$ cat src/rtl/cpu_ctrl_pkg.sv
// Shared encodings for the hardwired control sequencer: opcodes, ALU codes,
// enable/bus bit positions, T-state encoding and the decoded control bundle.
package cpu_ctrl_pkg;

    localparam logic [4:0] OP_LD   = 5'b00000;
    localparam logic [4:0] OP_LDI  = 5'b00001;
    localparam logic [4:0] OP_ST   = 5'b00010;
    localparam logic [4:0] OP_ADD  = 5'b00011;
    localparam logic [4:0] OP_SUB  = 5'b00100;
    localparam logic [4:0] OP_AND  = 5'b00101;
    localparam logic [4:0] OP_OR   = 5'b00110;
    localparam logic [4:0] OP_ADDI = 5'b01100;
    localparam logic [4:0] OP_BR   = 5'b10010;
    localparam logic [4:0] OP_JR   = 5'b10100;
    localparam logic [4:0] OP_NOP  = 5'b11010;
    localparam logic [4:0] OP_HALT = 5'b11011;

    localparam logic [4:0] ALU_INCPC = 5'd14;
    localparam logic [4:0] ALU_ADD   = 5'd15;
    localparam logic [4:0] ALU_SUB   = 5'd16;
    localparam logic [4:0] ALU_AND   = 5'd17;
    localparam logic [4:0] ALU_OR    = 5'd18;

    localparam int EN_ZIN   = 18;
    localparam int EN_YIN   = 19;
    localparam int EN_PCIN  = 20;
    localparam int EN_MDRIN = 21;
    localparam int EN_IRIN  = 24;
    localparam int EN_MARIN = 25;
    localparam int EN_CONIN = 27;

    localparam int BUS_ZLO    = 19;
    localparam int BUS_PC     = 20;
    localparam int BUS_MDR    = 21;
    localparam int BUS_INPORT = 22;
    localparam int BUS_C      = 23;

    typedef logic [3:0] tstep_t;
    localparam tstep_t T0 = 4'd0;
    localparam tstep_t T1 = 4'd1;
    localparam tstep_t T2 = 4'd2;
    localparam tstep_t T3 = 4'd3;
    localparam tstep_t T4 = 4'd4;
    localparam tstep_t T5 = 4'd5;
    localparam tstep_t T6 = 4'd6;
    localparam tstep_t T7 = 4'd7;

    typedef enum logic [1:0] {
        MODE_RESET = 2'd0,
        MODE_RUN   = 2'd1,
        MODE_HALT  = 2'd2
    } mode_t;

    typedef struct packed {
        logic [31:0] enable;
        logic [31:0] bus_sel;
        logic [4:0]  alu;
        logic        gra;
        logic        grb;
        logic        grc;
        logic        rin;
        logic        rout;
        logic        baout;
        logic        md_read;
        logic        read_ram;
        logic        write_ram;
    } ctrl_t;

    // Final T-state of each instruction; anything unrecognised ends after fetch.
    function automatic tstep_t last_step(input logic [4:0] op);
        case (op)
            OP_ADD, OP_SUB, OP_AND, OP_OR, OP_ADDI, OP_LDI: last_step = T5;
            OP_BR:                                          last_step = T6;
            OP_LD, OP_ST:                                   last_step = T7;
            OP_JR:                                          last_step = T3;
            default:                                        last_step = T2;
        endcase
    endfunction

    function automatic logic [4:0] alu_for(input logic [4:0] op);
        case (op)
            OP_SUB:  alu_for = ALU_SUB;
            OP_AND:  alu_for = ALU_AND;
            OP_OR:   alu_for = ALU_OR;
            default: alu_for = ALU_ADD;
        endcase
    endfunction

endpackage

$ cat src/rtl/control_step_decode.sv
// Combinational decode of (opcode, T-state, branch condition) into the
// datapath control bundle. Every field not named for a state stays 0.
module control_step_decode
    import cpu_ctrl_pkg::*;
(
    input  logic [4:0] opcode,
    input  tstep_t     step,
    input  logic       conff,
    output ctrl_t      ctrl
);

    always_comb begin
        ctrl = '0;
        case (step)
            T0: begin
                ctrl.bus_sel[BUS_PC]  = 1'b1;
                ctrl.enable[EN_MARIN] = 1'b1;
                ctrl.alu              = ALU_INCPC;
                ctrl.enable[EN_ZIN]   = 1'b1;
            end
            T1: begin
                ctrl.bus_sel[BUS_ZLO] = 1'b1;
                ctrl.enable[EN_PCIN]  = 1'b1;
                ctrl.enable[EN_MDRIN] = 1'b1;
                ctrl.md_read          = 1'b1;
                ctrl.read_ram         = 1'b1;
            end
            T2: begin
                ctrl.bus_sel[BUS_MDR] = 1'b1;
                ctrl.enable[EN_IRIN]  = 1'b1;
            end
            default: begin
                case (opcode)
                    OP_ADD, OP_SUB, OP_AND, OP_OR: begin
                        case (step)
                            T3: begin ctrl.grb = 1'b1; ctrl.rout = 1'b1; ctrl.enable[EN_YIN] = 1'b1; end
                            T4: begin
                                ctrl.grc = 1'b1; ctrl.rout = 1'b1;
                                ctrl.alu = alu_for(opcode); ctrl.enable[EN_ZIN] = 1'b1;
                            end
                            T5: begin ctrl.bus_sel[BUS_ZLO] = 1'b1; ctrl.gra = 1'b1; ctrl.rin = 1'b1; end
                            default: ;
                        endcase
                    end
                    // Immediate forms share the base+offset address computation.
                    OP_ADDI, OP_LDI, OP_LD, OP_ST: begin
                        case (step)
                            T3: begin ctrl.grb = 1'b1; ctrl.baout = 1'b1; ctrl.enable[EN_YIN] = 1'b1; end
                            T4: begin
                                ctrl.bus_sel[BUS_C] = 1'b1; ctrl.alu = ALU_ADD;
                                ctrl.enable[EN_ZIN] = 1'b1;
                            end
                            T5: begin
                                ctrl.bus_sel[BUS_ZLO] = 1'b1;
                                if (opcode == OP_LD || opcode == OP_ST) begin
                                    ctrl.enable[EN_MARIN] = 1'b1;
                                end else begin
                                    ctrl.gra = 1'b1; ctrl.rin = 1'b1;
                                end
                            end
                            T6: begin
                                ctrl.enable[EN_MDRIN] = 1'b1;
                                if (opcode == OP_LD) begin
                                    ctrl.md_read = 1'b1; ctrl.read_ram = 1'b1;
                                end else if (opcode == OP_ST) begin
                                    ctrl.gra = 1'b1; ctrl.rout = 1'b1;
                                end else begin
                                    ctrl.enable[EN_MDRIN] = 1'b0;
                                end
                            end
                            T7: begin
                                if (opcode == OP_LD) begin
                                    ctrl.bus_sel[BUS_MDR] = 1'b1; ctrl.gra = 1'b1; ctrl.rin = 1'b1;
                                end else if (opcode == OP_ST) begin
                                    ctrl.write_ram = 1'b1;
                                end
                            end
                            default: ;
                        endcase
                    end
                    OP_BR: begin
                        case (step)
                            T3: begin ctrl.gra = 1'b1; ctrl.rout = 1'b1; ctrl.enable[EN_CONIN] = 1'b1; end
                            T4: begin ctrl.bus_sel[BUS_PC] = 1'b1; ctrl.enable[EN_YIN] = 1'b1; end
                            T5: begin
                                ctrl.bus_sel[BUS_C] = 1'b1; ctrl.alu = ALU_ADD;
                                ctrl.enable[EN_ZIN] = 1'b1;
                            end
                            T6: if (conff) begin
                                ctrl.bus_sel[BUS_ZLO] = 1'b1; ctrl.enable[EN_PCIN] = 1'b1;
                            end
                            default: ;
                        endcase
                    end
                    OP_JR: begin
                        if (step == T3) begin
                            ctrl.gra = 1'b1; ctrl.rout = 1'b1; ctrl.enable[EN_PCIN] = 1'b1;
                        end
                    end
                    default: ;
                endcase
            end
        endcase
    end

endmodule

$ cat src/rtl/control_unit.sv
// Hardwired control sequencer: owns the mode/T-state register and next-state
// logic, and gates the step decoder's output by the current mode.
module control_unit
    import cpu_ctrl_pkg::*;
#(
    parameter int FETCH_STEPS = 3
) (
    input  logic        clk,
    input  logic        clr,
    input  logic [31:0] ir,
    input  logic        CONFFOut,
    output logic [31:0] enable,
    output logic [31:0] busSelect,
    output logic [4:0]  Control_Signals,
    output logic        Gra,
    output logic        Grb,
    output logic        Grc,
    output logic        Rin,
    output logic        Rout,
    output logic        BAout,
    output logic        MD_Read,
    output logic        ReadRAM,
    output logic        WriteRAM,
    output logic        run
);

    localparam tstep_t FETCH_LAST = tstep_t'(FETCH_STEPS - 1);

    mode_t      mode;
    tstep_t     step;
    ctrl_t      dec;
    ctrl_t      ctrl;
    logic [4:0] opcode;
    logic       unused_ir_fields;

    assign opcode           = ir[31:27];
    assign unused_ir_fields = ^ir[26:0];

    always_ff @(posedge clk or negedge clr) begin
        if (!clr) begin
            mode <= MODE_RESET;
            step <= T0;
        end else begin
            case (mode)
                MODE_RESET: begin
                    mode <= MODE_RUN;
                    step <= T0;
                end
                MODE_RUN: begin
                    if (step == FETCH_LAST && opcode == OP_HALT) begin
                        mode <= MODE_HALT;
                        step <= T0;
                    end else if (step >= last_step(opcode) || step >= T7) begin
                        step <= T0;
                    end else begin
                        step <= step + 4'd1;
                    end
                end
                MODE_HALT: ;
                default: begin
                    mode <= MODE_RESET;
                    step <= T0;
                end
            endcase
        end
    end

    control_step_decode u_decode (
        .opcode (opcode),
        .step   (step),
        .conff  (CONFFOut),
        .ctrl   (dec)
    );

    // Only a running sequencer drives the datapath; RESET and HALT are silent.
    assign ctrl = (mode == MODE_RUN) ? dec : '0;

    assign enable          = ctrl.enable;
    assign busSelect       = ctrl.bus_sel;
    assign Control_Signals = ctrl.alu;
    assign Gra             = ctrl.gra;
    assign Grb             = ctrl.grb;
    assign Grc             = ctrl.grc;
    assign Rin             = ctrl.rin;
    assign Rout            = ctrl.rout;
    assign BAout           = ctrl.baout;
    assign MD_Read         = ctrl.md_read;
    assign ReadRAM         = ctrl.read_ram;
    assign WriteRAM        = ctrl.write_ram;
    assign run             = (mode != MODE_HALT);

endmodule

$ cat config.mk
export PLATFORM = sky130hd
export DESIGN_NAME = control_unit
export DESIGN_NICKNAME = d
export VERILOG_FILES = /design/src/rtl/cpu_ctrl_pkg.sv /design/src/rtl/control_step_decode.sv /design/src/rtl/control_unit.sv
export SDC_FILE = /design/constraint.sdc
export NUM_CORES = 1
export LEC_CHECK = 0
export CAP_MARGIN = 20
export CELL_PAD_IN_SITES_DETAIL_PLACEMENT = 1
export CELL_PAD_IN_SITES_GLOBAL_PLACEMENT = 2
export CORE_MARGIN = 4
export CORE_UTILIZATION = 32
export CTS_BUF_LIST = sky130_fd_sc_hd__clkbuf_2 sky130_fd_sc_hd__clkbuf_4 sky130_fd_sc_hd__clkbuf_8
export DETAILED_ROUTE_END_ITERATION = 8
export DONT_BUFFER_PORTS = 1
export HOLD_SLACK_MARGIN = 0.02
export PLACE_DENSITY = 0.84
export SLEW_MARGIN = 0
export SYNTH_ARGS = -nofsm -noshare
export SYNTH_HDL_FRONTEND = slang
export SYNTH_SLANG_ARGS = --single-unit
$ cat constraint.sdc
create_clock -name clk -period 2.75 [get_ports clk]
set_input_delay 0.6875 -clock clk [delete_from_list [all_inputs] [get_ports clk]]
set_output_delay 0.6875 -clock clk [all_outputs]
set_load 0.02 [all_outputs]
* Word level (Yosys, flattened, before mapping)
Memory sizes are Yosys's and may differ from the RTL's.
Cells that the tools add are included.
** Storage, ports and cells
- Input port bits :: 35
- ROM bits :: 96
- Flip-flop bits (word level) :: 6
- Word-level logic and storage cells :: 107
- Memories kept :: 1
- Output and inout port bits :: 79
** Memory list
- (name not given) :: depth 32, bits a word 3, read ports 1, clocked after memory_dff 0, write ports 0, RTL line cpu_ctrl_pkg.sv:71 : case (op)
** Operators by class
- Magnitude comparators :: 2
- Multiplexer cells :: 63
- Equality and inequality tests :: 21
- Add/subtract/negate cells :: 1
- Bitwise gates (word level) :: 1
- Reductions and logical operators :: 16
** Operators by type and width (number)
- 74-bit 2-to-1 mux :: 1
- 5-bit one-hot mux with 3 select lines :: 2
- 1-bit 2-to-1 mux :: 29
- 4-bit 2-to-1 mux :: 7
- 1-bit one-hot mux with 2 select lines :: 10
- 4-bit by 3-bit == test with 1-bit output, second input constant :: 4
- 5-bit by 3-bit == test with 1-bit output, second input constant :: 3
- 5-bit == test, second input constant :: 3
- 2-bit one-hot mux with 2 select lines :: 3
- 5-bit by 2-bit == test with 1-bit output, second input constant :: 2
- 5-bit one-hot mux with 2 select lines :: 1
- 2-bit OR reduction :: 5
- 1-bit one-hot mux with 3 select lines :: 3
- 4-bit by 2-bit == test with 1-bit output, second input constant :: 2
- 4-bit one-hot mux with 2 select lines :: 1
- 4-bit OR reduction :: 2
- 8-bit OR reduction :: 1
- 2-bit 2-to-1 mux :: 3
- 6-bit 2-to-1 mux :: 1
- 2-bit one-hot mux with 3 select lines :: 1
- 5-bit by 1-bit == test with 1-bit output, second input constant :: 1
- 5-bit by 4-bit == test with 1-bit output, second input constant :: 1
- 5-bit logical NOT :: 1
- 5-bit 2-to-1 mux :: 1
- 14 further kinds :: 16

* Logic depth before layout (Yosys ltp)
- Word-level depth :: 9
- Mapped depth :: 10
- Mapped depth without buffers :: 9

* Modules after synthesis
Synthesis repeated with hierarchy kept, for this count alone.
** Unflattened totals
- Cell total of the unflattened synthesis :: 285
- Area total of the unflattened synthesis :: 1990.7 µm²
** Modules (own cells, without submodules)
- control_step_decode :: times used 1, area an instance 1003.5 µm², cells each 151, sequential area each 0.0 µm²
- control_unit :: times used 1, area an instance 987.2 µm², cells each 134, sequential area each 150.1 µm²

* Least setup slack after synthesis
No wires, ideal clock.
- Path type :: input to output
- Start :: input ir[29]
- End :: output Control_Signals[3]
- Setup slack :: -350 ps
- Arrival :: 2412 ps
- Stages on the path :: 6
- Path through :: buf_2 -> nor4b_4 -> and3_1 -> nor3_1 -> o31ai_1 -> buf_4
** On the way
- Word-level cells in the longest chain between the ends :: 6
- Elaborated cells between the ends (all ways) :: 16
** Ends and longest elaborated chain
- from (decl) :: RTL line control_unit.sv:10 : input logic [31:0] ir,
- 5-bit by 3-bit == test with 1-bit output :: RTL line cpu_ctrl_pkg.sv:81, control_step_decode.sv:33
- 5-bit one-hot mux with 3 select lines :: RTL line cpu_ctrl_pkg.sv:81 : case (op)
- 5-bit 2-to-1 mux :: RTL line control_step_decode.sv:35 : case (step)
- 5-bit one-hot mux with 3 select lines * :: RTL line control_step_decode.sv:33 : case (opcode)
- 5-bit one-hot mux with 2 select lines * :: RTL line control_step_decode.sv:14 : case (step)
- 74-bit 2-to-1 mux * :: RTL line control_unit.sv:76 : assign ctrl = (mode == MODE_RUN) ? dec : '0;
- to (decl) :: RTL line control_unit.sv:14 : output logic [4:0] Control_Signals,
Mark *: on every way between the ends. The rest lies on a longest branch, timed or not.

* Final worst setup path
- Start :: register step[0]
- End :: output Control_Signals[3]
** On the way
- Word-level cells in the longest chain between the ends :: 5
- Elaborated cells between the ends (all ways) :: 12
** Ends and longest elaborated chain
- from (decl) :: RTL line control_unit.sv:30 : tstep_t step;
- from (signal assigned) :: RTL line control_unit.sv:56 : step <= step + 4'd1;
- 4-bit by 3-bit == test with 1-bit output, on equally long branches :: RTL line control_step_decode.sv:82, control_step_decode.sv:35, control_step_decode.sv:47
- 4-bit 2-to-1 mux (tied with other cells) :: RTL line control_step_decode.sv:82 : case (step)
- 5-bit one-hot mux with 3 select lines :: RTL line control_step_decode.sv:33
- 5-bit one-hot mux with 2 select lines * :: RTL line control_step_decode.sv:14
- 74-bit 2-to-1 mux * :: RTL line control_unit.sv:76
Marks and branches as above.

==> results_dict.tcl <==
set metrics [dict create \
    start_util_pct 33.1 \
    clk_pin_slew_ns 0.03 \
    power_switching_w 0.000930 \
    p_leak_nw 0.796 \
    overflow 0 \
    die_w_um 75.3 \
    synthAdderAreaFrac_pct 6.04 \
    finalHoldViolations 0 \
    ff2ff_path_depth 7 \
    crit_required_ns 2.06 \
    maxSlewViolCount 0 \
    syn_avg_cell_area_um2 7.44 \
    grt_pass1_vias 1211 \
    finalCritPeriodShare_pct 98.9 \
    multi_input_area_um2 1060 \
    power_frac_clock_pct 7.2 \
    p_seq_share_pct 8.6 \
    whs_ns 0.167 \
    h-tree-depth 1 \
    clock-sinks 6 \
    slew_headroom_pct 58.2 \
    tightest_slew_ns 0.617 \
    synthFlopType "dfrtp_1" \
    num_vias 1294 \
    r2r-end "step[0]" \
    critPathArrivalTime_ns 2.03 \
    netlist_instances 195 \
    rows 24 \
    vias_per_cell 4.69 \
    maxCapViolations 0 \
    cp-startpoint "step[0]" \
    route.detailed.drc 0 \
    wire_per_inst_um 15.0 \
    syn_to_final_growth_pct 12.9 \
    critPathMaxFanout 4 \
    sw_frac_of_total_pct 53.5 \
    n_fill_cell 565 \
    ir_drop_mv 0.357 \
    pwr-share-comb_pct 84.2 \
    cts_tree "done" \
    powerDensity_nw_per_um2 1060 \
    antenna_found_initial 0 \
    p_int_w 0.000809 \
    firstDrtPassIters 4 \
    synthMuxAreaShare_pct 2.50 \
    max_freq_mhz 368 \
    fin_nets 268 \
    ant_nets 0 \
    pin_count 114 \
    final-seq-area_um2 150 \
    final_util_pct 37.3 \
    place.gp.congestion 0.863 \
    grt_pass1_wl_um 5810 \
    synth-compound-area-share_pct 19.1 \
    status "finished, final reports clean" \
    clkLatencyLatePin_ns 0.22 \
    numCtsBuffers 3 \
    cts-root-buf "clkbuf_8" \
    regToRegSetupSlack_ns 0.57 \
    grt_max_degree 14 \
    grt_util_all_layers_pct 13.0 \
    endpoint_kind "primary output" \
    dieArea_um2 5670 \
    worstSetupPathType "flop to primary output" \
    cpMaxStageDelayCell "dfrtp_1" \
    synth-async-reset-ratio_pct 100 \
    synth_edf_count 0 \
    crit_end "Control_Signals[3]" \
    post_dp_cell_area_um2 1540 \
    drive_above_1_share_pct 29.9 \
    coreArea_um2 4380 \
    path_depth 8 \
    drt_iter0_drc 92 \
    skew_ns 0.00140 \
    ys_warn_count 0 \
    final.setup.tns_ns 0 \
    n_antenna_cell 0 \
    rr_startpoint "step[0]" \
    seq_area_frac_synth_pct 10.4 \
    synth_top_family_by_area "buffers and inverters" \
    fin_area_um2 1640 \
    final_common_cell "conb_1" \
    synth.distinct_cells 53 \
    synthXorXnorAreaFrac_pct 1.21 \
    max_stage_delay_ns 0.36 \
    portBuffers 0 \
    postCtsHoldBufs 0 \
    layout_common_cells "53 x conb_1, 39 x buf_4, 14 x nor2_1, 13 x nand2_1, 12 x a21oi_1" \
    clk_path_buf_depth 2 \
    drt_wl_total_um 4140 \
    crit_chain "inv_1 > ha_2 > inv_1 > a2111oi_1 > buf_4 > nor3_1 > o31ai_2 > buf_4" \
    cp_top_family "buffers and inverters" \
    synth-simple-area-share_pct 26.8 \
    fp.dieH_um 75.3 \
    place_hpwl_um 3260 \
    grt_setup_unrepaired "yes" \
    syn-cell-area_um2 1450 \
    path_buf_inv 4 \
    synth-seq-cells 6 \
    cp-start-kind "flop" \
    setup_viol 0 \
    fin_crit_ns 2.72 \
    min_path_type "input port to asynchronous set/reset pin" \
]
[synth_stat cells, types with 3 or more instances]
cell type,number,area (um2)
nor2b_1,3,18.8
buf_2,4,20.0
nand2_1,13,48.8
ha_1,7,87.6
nor3_1,4,20.0
inv_1,7,26.3
dfrtp_1,6,150
o21ai_0,3,15.0
a211oi_1,4,30.0
nor2_1,15,56.3
nand4_1,3,18.8
nand3_1,6,30.0
buf_4,55,413
a21oi_1,12,60.1
o31ai_1,4,30.0
clkbuf_1,4,15.0
[worst reg2reg max path, stage by stage (launching register included)]
cell and delay, ns:
dfrtp_1 0.36, inv_1 0.13, ha_1 0.21, buf_4 0.15, or3b_4 0.41, nor4_4 0.39, nor3_2 0.13, mux2_4 0.27
[flip-flops by register name (all words and copies together) (netlist names)]
register and count:
step 4, mode 2
[repair_timing]
item / CTS / global route
gates resized for setup: 2 / 7
buffers inserted: 0 / 2
setup endpoints to repair: 10 / 9
pin swaps: 0 / 2
[metrics by stage]
stage / power [W] / setup WS [ns] / cells
after CTS: 0.00172 / 0.00566 / 274
after global placement: 0.00154 / 0.127 / 271
after floorplan: 0.00113 / -0.0902 / 247
after global routing: 0.00187 / -0.119 / 276
final: 0.00174 / 0.0292 / 276
after detailed placement: 0.00156 / 0.134 / 271
[layer usage]
metal | global-route usage, % | part of all wire [%] | vias to the layer above
met5 | 0 | 0 | -
met1 | 17.5 | 43 | 615
li1 | - | - | 637
met3 | 1.45 | 6.0 | 0
met2 | 22.7 | 51 | 42
met4 | 1.94 | 0 | 0
[cells by family (layout without fill, tap and decap cells)]
| group | count (synthesis) | in the layout |
|---|---|---|
| xor+xnor | 2 | 2 |
| fa+ha+maj | 7 | 7 |
| buf+inv | 72 | 49 |
| flops | 6 | 6 |
| mux | 3 | 3 |
| simple gates | 64 | 64 |
| other cells | 1 | 53 |
| compound gates | 40 | 40 |
[cell type report]
class	count	share of cell area, %
clock buffers	3	2.52
inverters	7	1.61
multi-input cells	169	64.8
flip-flops and latches	6	9.17
well taps	52	3.98
repair buffers	39	17.9
[power groups by stage]
| stage | clock network (W) | logic, W | registers (W) |
|---|---|---|---|
| after floorplan | 0 | 0.00100 | 0.000134 |
| after global placement | 0 | 0.00139 | 0.000150 |
| after detailed placement | 0 | 0.00141 | 0.000149 |
| after CTS | 0.000130 | 0.00143 | 0.000151 |
| after global routing | 0.000135 | 0.00158 | 0.000155 |
| final | 0.000125 | 0.00146 | 0.000150 |
[worst min path at each step]
stage	from	endpoint	slack, ns	depth (start not counted)
after floorplan	clr	mode[0]	0.39	0
after global placement	clr	step[0]	0.39	0
after detailed placement	clr	step[0]	0.39	0
after CTS	clr	step[0]	0.16	0
after global routing	clr	step[0]	0.16	0
final	clr	step[0]	0.17	0
Power figures use the tool's default switching activity.
